--- src/rtl/mem_port_arbiter_pkg.sv ---
// Shared encodings for the unified memory port arbiter.
// Size codes match the data_size control field used by the core.
package mem_port_arbiter_pkg;

  localparam logic [1:0] SIZE_BYTE = 2'd0;
  localparam logic [1:0] SIZE_HALF = 2'd1;
  localparam logic [1:0] SIZE_WORD = 2'd2;

  typedef enum logic [1:0] {
    ARB_IDLE,
    ARB_ISSUE,
    ARB_WAIT,
    ARB_ACK
  } arb_state_t;

  typedef enum logic {
    PORT_CORE = 1'b0,
    PORT_AUX  = 1'b1
  } port_t;

  function automatic logic is_misaligned(
    input logic [1:0] size,
    input logic [1:0] lo
  );
    unique case (1'b1)
      (size == SIZE_BYTE): return 1'b0;
      (size == SIZE_HALF): return lo[0];
      default:             return |lo;
    endcase
  endfunction

endpackage

--- src/rtl/mem_port_arbiter_align.sv ---
// Byte-lane steering: enables and replicated write data, plus
// right-aligned, size-masked read data from the same offset.
import mem_port_arbiter_pkg::*;

module mem_lane_align (
  input  logic [1:0]  i_size,
  input  logic [1:0]  i_addr,
  input  logic [31:0] i_wdata,
  input  logic [31:0] i_rdata,
  output logic [3:0]  o_be,
  output logic [31:0] o_wdata,
  output logic [31:0] o_rdata
);

  logic [1:0]  w_off;
  logic [31:0] w_mask;

  // Offset is forced to natural alignment for half/word
  always_comb begin
    w_off   = 2'd0;
    w_mask  = 32'hFFFF_FFFF;
    o_wdata = i_wdata;
    unique case (1'b1)
      (i_size == SIZE_BYTE): begin
        w_off   = i_addr;
        w_mask  = 32'h0000_00FF;
        o_wdata = {4{i_wdata[7:0]}};
      end
      (i_size == SIZE_HALF): begin
        w_off   = {i_addr[1], 1'b0};
        w_mask  = 32'h0000_FFFF;
        o_wdata = {2{i_wdata[15:0]}};
      end
      default: begin
        w_off   = 2'd0;
        w_mask  = 32'hFFFF_FFFF;
        o_wdata = i_wdata;
      end
    endcase
    unique case (1'b1)
      (i_size == SIZE_BYTE): o_be = 4'b0001 << w_off;
      (i_size == SIZE_HALF): o_be = 4'b0011 << w_off;
      default:               o_be = 4'b1111;
    endcase
    o_rdata = (i_rdata >> {w_off, 3'b000}) & w_mask;
  end

endmodule

--- src/rtl/mem_port_arbiter.sv ---
// Round-robin core/aux arbiter for the single fixed-latency memory port.
// Define MEM_ARB_MISALIGN_CHECK_EN to fault misaligned accesses with err.
import mem_port_arbiter_pkg::*;

module mem_port_arbiter #(
  parameter int LATENCY = 1,
  parameter int ADDR_W  = 32
) (
  input  logic              clk,
  input  logic              reset,
  input  logic              core_req,
  input  logic              core_we,
  input  logic [ADDR_W-1:0] core_addr,
  input  logic [31:0]       core_wdata,
  input  logic [1:0]        core_size,
  output logic              core_ack,
  output logic [31:0]       core_rdata,
  output logic              core_err,
  input  logic              aux_req,
  input  logic              aux_we,
  input  logic [ADDR_W-1:0] aux_addr,
  input  logic [31:0]       aux_wdata,
  input  logic [1:0]        aux_size,
  output logic              aux_ack,
  output logic [31:0]       aux_rdata,
  output logic              aux_err,
  output logic              mem_en,
  output logic              mem_we,
  output logic [ADDR_W-1:0] mem_addr,
  output logic [3:0]        mem_be,
  output logic [31:0]       mem_wdata,
  input  logic [31:0]       mem_rdata
);

  arb_state_t        r_state;
  port_t             r_last;
  port_t             r_grant;
  logic [3:0]        r_cnt;
  logic              r_we;
  logic [ADDR_W-1:0] r_addr;
  logic [31:0]       r_wdata;
  logic [1:0]        r_size;
  logic              r_en;
  logic              r_core_ack;
  logic              r_aux_ack;
  logic              r_err;

  logic              w_any;
  logic              w_pick_aux;
  logic              w_mis;
  logic              w_sel_we;
  logic [ADDR_W-1:0] w_sel_addr;
  logic [31:0]       w_sel_wdata;
  logic [1:0]        w_sel_size;
  logic [3:0]        w_be;
  logic [31:0]       w_wd;
  logic [31:0]       w_rd_al;
  logic [31:0]       w_rd;

  assign w_any      = core_req | aux_req;
  // On a tie the port that did not go last wins
  assign w_pick_aux = aux_req & (~core_req | (r_last == PORT_CORE));

  assign w_sel_we    = w_pick_aux ? aux_we    : core_we;
  assign w_sel_addr  = w_pick_aux ? aux_addr  : core_addr;
  assign w_sel_wdata = w_pick_aux ? aux_wdata : core_wdata;
  assign w_sel_size  = w_pick_aux ? aux_size  : core_size;

`ifdef MEM_ARB_MISALIGN_CHECK_EN
  assign w_mis    = is_misaligned(w_sel_size, w_sel_addr[1:0]);
  assign core_err = r_core_ack & r_err;
  assign aux_err  = r_aux_ack & r_err;
`else
  assign w_mis    = 1'b0;
  assign core_err = 1'b0;
  assign aux_err  = 1'b0;
`endif

  always_ff @(posedge clk) begin
    if (!reset) begin
      r_state    <= ARB_IDLE;
      r_last     <= PORT_AUX;
      r_grant    <= PORT_CORE;
      r_cnt      <= 4'd0;
      r_we       <= 1'b0;
      r_addr     <= '0;
      r_wdata    <= 32'd0;
      r_size     <= SIZE_BYTE;
      r_en       <= 1'b0;
      r_core_ack <= 1'b0;
      r_aux_ack  <= 1'b0;
      r_err      <= 1'b0;
    end else begin
      r_en       <= 1'b0;
      r_core_ack <= 1'b0;
      r_aux_ack  <= 1'b0;
      unique case (r_state)
        ARB_IDLE: begin
          if (w_any) begin
            r_grant <= w_pick_aux ? PORT_AUX : PORT_CORE;
            r_we    <= w_sel_we;
            r_addr  <= w_sel_addr;
            r_wdata <= w_sel_wdata;
            r_size  <= w_sel_size;
            r_err   <= w_mis;
            if (w_mis) begin
              r_state    <= ARB_ACK;
              r_core_ack <= ~w_pick_aux;
              r_aux_ack  <= w_pick_aux;
            end else begin
              r_state <= ARB_ISSUE;
              r_en    <= 1'b1;
            end
          end
        end
        ARB_ISSUE: begin
          r_cnt <= 4'(LATENCY - 1);
          if (LATENCY == 1) begin
            r_state    <= ARB_ACK;
            r_core_ack <= (r_grant == PORT_CORE);
            r_aux_ack  <= (r_grant == PORT_AUX);
          end else begin
            r_state <= ARB_WAIT;
          end
        end
        ARB_WAIT: begin
          r_cnt <= r_cnt - 4'd1;
          if (r_cnt == 4'd1) begin
            r_state    <= ARB_ACK;
            r_core_ack <= (r_grant == PORT_CORE);
            r_aux_ack  <= (r_grant == PORT_AUX);
          end
        end
        ARB_ACK: begin
          r_last  <= r_grant;
          r_err   <= 1'b0;
          r_state <= ARB_IDLE;
        end
      endcase
    end
  end

  mem_lane_align u_align (
    .i_size  (r_size),
    .i_addr  (r_addr[1:0]),
    .i_wdata (r_wdata),
    .i_rdata (mem_rdata),
    .o_be    (w_be),
    .o_wdata (w_wd),
    .o_rdata (w_rd_al)
  );

  assign w_rd = (r_we | r_err) ? 32'd0 : w_rd_al;

  assign core_ack   = r_core_ack;
  assign aux_ack    = r_aux_ack;
  assign core_rdata = r_core_ack ? w_rd : 32'd0;
  assign aux_rdata  = r_aux_ack  ? w_rd : 32'd0;

  assign mem_en    = r_en;
  assign mem_we    = r_en & r_we;
  assign mem_addr  = r_en ? {r_addr[ADDR_W-1:2], 2'b00} : '0;
  assign mem_be    = r_en ? w_be : 4'd0;
  assign mem_wdata = r_en ? w_wd : 32'd0;

endmodule

--- config.mk ---
export PLATFORM = sky130hd
export DESIGN_NAME = mem_port_arbiter
export DESIGN_NICKNAME = d
export VERILOG_FILES = /design/src/rtl/mem_port_arbiter_pkg.sv /design/src/rtl/mem_port_arbiter_align.sv /design/src/rtl/mem_port_arbiter.sv
export SDC_FILE = /design/constraint.sdc
export NUM_CORES = 1
export LEC_CHECK = 0
export ABC_AREA = 0
export CELL_PAD_IN_SITES_DETAIL_PLACEMENT = 2
export CELL_PAD_IN_SITES_GLOBAL_PLACEMENT = 2
export CORE_MARGIN = 3
export CORE_UTILIZATION = 20
export DETAILED_ROUTE_END_ITERATION = 8
export PLACE_DENSITY = 0.8
export SKIP_CTS_REPAIR_TIMING = 1
export SYNTH_ARGS = -nofsm -noshare
export SYNTH_HDL_FRONTEND = slang
export SYNTH_HIERARCHICAL = 1
export SYNTH_SLANG_ARGS = --single-unit
--- constraint.sdc ---
create_clock -name clk -period 1.7 [get_ports clk]
set_input_delay 0.34 -clock clk [delete_from_list [all_inputs] [get_ports clk]]
set_output_delay 0.34 -clock clk [all_outputs]
set_load 0.02 [all_outputs]
### After elaboration in Yosys (flattened, before gate mapping)

Cells that the tools add are included.

| cells by class | value |
|---|---|
| muxes and demuxes | 26 |
| reductions and logical operators | 8 |
| add/subtract/negate cells | 1 |
| shift-type cells | 3 |
| equal/unequal tests | 7 |
| bitwise gates (word level) | 9 |

Operator list:

| kind | number |
|---|---|
| two-way mux 32 bit | 7 |
| case mux 32 bit (2 select lines) | 2 |
| AND 32 bit | 1 |
| right shift 32 x 5 -> 32 bit | 1 |
| case mux 4 bit (2 select lines) | 2 |
| case mux 2 bit (4 select lines) | 1 |
| AND reduction 2 bit | 4 |
| two-way mux 1 bit | 6 |
| two-way mux 2 bit | 3 |
| case mux 1 bit (2 select lines) | 3 |
| == test 2 x 1 -> 1 bit (second input constant) | 2 |
| == test 2 bit (second input constant) | 2 |
| == test 4 x 1 -> 1 bit (second input constant) | 1 |
| zero test 2 bit | 2 |
| two-way mux 4 bit | 1 |
| inequality test 2 bit (second input constant) | 2 |
| case mux 2 bit (2 select lines) | 1 |
| nonzero test 2 bit | 2 |
| left shift 1 x 2 -> 4 bit (first input constant) | 1 |
| left shift 2 x 2 -> 4 bit (first input constant) | 1 |
| subtractor 4 x 1 -> 4 bit (second input constant) | 1 |
| NOT 1 bit | 3 |
| OR 1 bit | 3 |
| AND 1 bit | 2 |

| storage, ports and cells | value |
|---|---|
| word-level logic and storage cells | 66 |
| bits of input ports | 170 |
| register bits after elaboration | 79 |

### Logic depth before layout (Yosys ltp)

| logic depth | value |
|---|---|
| word-level depth | 6 |
| mapped depth | 7 |
| depth with buffers taken out | 5 |

### Hierarchy

The synthesis kept the hierarchy.

By module, submodules not included:

| module | seq. area each (sq um) | area an instance (sq um) | cells each | instances |
|---|---|---|---|---|
| mem_port_arbiter | 1561.5 | 4349.2 | 507 | 1 |
| mem_lane_align | 0.0 | 895.9 | 114 | 1 |

### Worst setup path before layout

OpenSTA, ideal clock, no wires.

| timing path | value |
|---|---|
| path kind | register -> output |
| start point | register r_size[1] |
| end point | output port mem_wdata[15] |
| arrival time | 1.340 ns |
| data required time | 1.360 ns |
| cell stages (with the launch flop) | 6 |
| slack | 0.020 ns |
| cells stage by stage | dfxtp_1 buf_6 nor2_4 buf_4 mux2_2 and2_1 |

| between the ends | value |
|---|---|
| longest elaborated chain between the ends | 3 |
| elaborated cells on any way between the ends | 4 |
| classes of those cells | eq/ne: 1; mux: 2; reduce/logical: 1 |

Ends and longest elaborated chain:

| element | line | RTL |
|---|---|---|
| start, declared | mem_port_arbiter.sv:42 | `logic [1:0] r_size;` |
| start signal, assigned | mem_port_arbiter.sv:104 | `r_size <= w_sel_size;` |
| == test 2 x 1 -> 1 bit / zero test 2 bit (equally long branches) | mem_port_arbiter_align.sv:29, mem_port_arbiter_align.sv:24 |  |
| case mux 32 bit (2 select lines) (*) | mem_port_arbiter_align.sv:23 | `unique case (1'b1)` |
| net w_wd[15] | mem_port_arbiter.sv:56 | `logic [31:0] w_wd;` |
| two-way mux 32 bit (*) | mem_port_arbiter.sv:164 | `assign mem_wdata = r_en ? w_wd : 32'd0;` |
| end, declared | mem_port_arbiter.sv:31 | `output logic [31:0] mem_wdata,` |

The timed path passes the listed nets; every way through them passes the cells marked *.

### Worst setup path after layout

| timing path | value |
|---|---|
| start point | register r_size[1] |
| end point | output port aux_rdata[4] |

| between the ends | value |
|---|---|
| longest elaborated chain between the ends | 6 |
| elaborated cells on any way between the ends | 7 |
| classes of those cells | eq/ne: 1; shift: 1; mux: 3; bitwise: 1; reduce/logical: 1 |

Ends and longest elaborated chain:

| element | line | RTL |
|---|---|---|
| == test 2 x 1 -> 1 bit / zero test 2 bit (equally long branches) | mem_port_arbiter_align.sv:29, mem_port_arbiter_align.sv:24 |  |
| case mux 2 bit (2 select lines) (*) | mem_port_arbiter_align.sv:23 |  |
| right shift 32 x 5 -> 32 bit (*) | mem_port_arbiter_align.sv:45 | `o_rdata = (i_rdata >> {w_off, 3'b000}) & w_mask;` |
| AND 32 bit (*) | mem_port_arbiter_align.sv:45 |  |
| net w_rd_al[4] | mem_port_arbiter.sv:57 | `logic [31:0] w_rd_al;` |
| two-way mux 32 bit (*) | mem_port_arbiter.sv:153 | `assign w_rd = (r_we \| r_err) ? 32'd0 : w_rd_al;` |
| two-way mux 32 bit (*) | mem_port_arbiter.sv:158 | `assign aux_rdata = r_aux_ack ? w_rd : 32'd0;` |
| end, declared | mem_port_arbiter.sv:25 | `output logic [31:0] aux_rdata,` |

Marked as above.

==> results.cfg <==
[power_and_ir_drop]
ir_drop_mv = 0.475
power.density_nw_per_um2 = 1070
leakage_uw = 0.00448
finalPower_uw = 10500

[grt]
antenna_found_initial = 0
grt_pass1_wl_um = 35400
grt_pass1_vias = 6143
grt_max_degree = 46
grt_util_all_layers_pct = 15.9
grt-ovfl-total = 0

[sta]
setup_viol = 92
hold_viol = 0
fin_worst_skew_ns = 0.00473
fmax_mhz = 432
rsz0062_at_grt = yes
layout_setup_ws_ns = -0.615
drv_slew = 0
finalCritPeriodShare_pct = 136
min_period_ns = 2.32
holdWs_ns = 0.398

[final_layout]
nets = 1142
diodes = 0
syn_to_final_growth_pct = 88.0
fin_area_um2 = 9860
drive_above_1_share_pct = 33.8
final_core_util_pct = 38.7

[synthesis]
yosysSeqAreaShare_pct = 29.8
syn_avg_cell_area_um2 = 8.45
yosys_warnings = 6
ys_ff_latch = 78
synthDistinctLibCells = 35
synthCells = 621
syn-cell-area_um2 = 5250

[floorplanning]
core_area_um2 = 25500
die_area_um2 = 28200
die_w_um = 168
die_y_um = 168
initial_core_util_pct = 20.6
ios = 308
rows = 58

[outcome]
status = finished, violations left
violations = setup timing

[setup_path]
crit_slowest_cell = dfxtp_4
crit_path_end_kind = primary output
crit_chain = buf_4, nor2_4, nand2_4, buf_12, mux2i_1, and2_1, clkbuf_2
crit_path_start_kind = flip-flop
required_ns = 1.36
critPathArrivalTime_ns = 1.98
crit_type = reg2out
cp_max_fo = 7
slowest_delay_ns = 0.37

[detailed_routing]
vias = 5861
avgRoutedWirePerCell_um = 19.7
drcViolationCount = 0
ant_nets = 0
avgViaCountPerCell = 4.50
drt_pass1_iterations = 4
drtIter0Drc = 171
finalWirelength_um = 25700

[clocking]
clk_latency_ns = 0.34
cts_tree = done
htreeDepth = 3
cts.sinks = 78
cts_max_path_buffers = 2
clkTransAtPathRegs_ns = 0.06
cts-root-buf = clkbuf_16
cts_made_buffers = 9

[place]
place_area_um2 = 9000
port-buffer-count = 303
place_congestion = 0.897
dp_hpwl_um = 19100

[flow_run]
maxCapViolCount = 0

[hold_path]
hold_class = in2reg
-- worst paths after layout --
kind                                  from           end  slack (ns)  cells past startpoint
worst max-delay path             r_size[1]  aux_rdata[4]       -0.62                      7
worst min-delay path                 reset        r_last        0.40                      3
worst max register to register  r_state[0]    r_addr[31]        0.13                      6
worst min register to register     r_grant      core_ack        0.47                      1
-- routing by layer --
metal	share of wire, %	track usage (%)
met1	38	17.8
met2	52	29.2
met3	8.1	5.26
met4	1.3	3.88
met5	0	0
-- placed cells by master (no fill, tap or decap), drive strengths merged, types with 2 or more instances in the layout --
cell type and n:
clkdlybuf4s50 168, buf 164, and2 147, mux2i 102, dfxtp 78, o21ai 77, a21oi 68, clkbuf 53
dlymetal6s2s 20, mux2 16, nand2 14, nor2 13, inv 6, ha 6, nand2b 4, conb 4
nor2b 4, clkinv 4, o21a 4, a21boi 3, and3b 2, nor3b 2, nor3 2
-- area by class of cell --
| class | instances | area, um^2 |
|---|---|---|
| fillers | 2798 | 15600 |
| well taps | 330 | 413 |
| clock inverters | 6 | 61.3 |
| clock buffers | 10 | 239 |
| inverters | 6 | 22.5 |
| flip-flops and latches | 78 | 1580 |
| multi-input cells | 476 | 3650 |
| repair buffers | 395 | 3900 |
-- stage by stage --
step	cells	setup TNS, ns	setup slack [ns]
CTS	1278	-82.71	-0.939
global route	1301	-32.18	-0.704
floorplan	624	0	0.0203
detailed placement	1262	-54.31	-0.656
finish	1301	-25.90	-0.615
global placement	1262	-49.44	-0.624
-- registers in the layout, indices dropped and copies added (netlist names), 2 cells and up --
signal / cells
r_addr: 32
r_cnt: 4
r_wdata: 32
r_state: 2
r_size: 2
-- power breakdown --
part	total, uW	internal, uW	switching (uW)
combinational	5730	2930	2800
clock	1990	1170	812
sequential	2810	2400	408
-- cell usage after synthesis --
library cell / number / area share [%]
dfxtp_1: 78 / 30
a21boi_2: 1 / 0.21
a21boi_0: 2 / 0.29
nor2b_4: 1 / 0.26
clkbuf_1: 33 / 2.4
conb_1: 1 / 0.071
o21ai_0: 77 / 7.3
buf_4: 20 / 2.9
a22oi_2: 1 / 0.24
mux2i_1: 102 / 19
nor2_1: 12 / 0.86
nor4bb_1: 1 / 0.19
nand2b_1: 4 / 0.48
ha_1: 6 / 1.4
buf_6: 2 / 0.43
nand2_1: 13 / 0.93
nor3b_1: 2 / 0.29
a21oi_1: 68 / 6.5
and3b_1: 2 / 0.33
a32o_1: 1 / 0.19
nor2_4: 1 / 0.21
nand2_2: 1 / 0.12
buf_12: 4 / 1.5
or3b_1: 1 / 0.17
buf_2: 6 / 0.57
mux2_2: 16 / 3.4
nor3_1: 2 / 0.19
o21a_1: 3 / 0.43
a2bb2oi_1: 1 / 0.17
o22ai_1: 1 / 0.12
nand3_1: 1 / 0.095
o21bai_1: 1 / 0.14
and2_1: 147 / 18
inv_1: 6 / 0.43
nor2b_1: 3 / 0.36
-- worst max-delay path: cells and delay by family (launching register included) --
kind	cells	cell delay (ns)
mux	1	0.24
flops	1	0.37
simple gates	3	0.51
buf+inv	3	0.51
-- cells by family (layout without fill, tap and decap cells) --
| kind of cell | count (synthesis) | in the layout | synth area share [%] |
|---|---|---|---|
| and+or+nand+nor | 191 | 191 | 22.0 |
| buffers and inverters | 71 | 417 | 8.18 |
| muxes | 118 | 118 | 22.9 |
| other | 1 | 4 | 0.0715 |
| AOI/OAI and AO/OA | 156 | 157 | 15.6 |
| adders and majority gates | 6 | 6 | 1.43 |
| DFF | 78 | 78 | 29.8 |
Power figures use the tool's default switching activity.
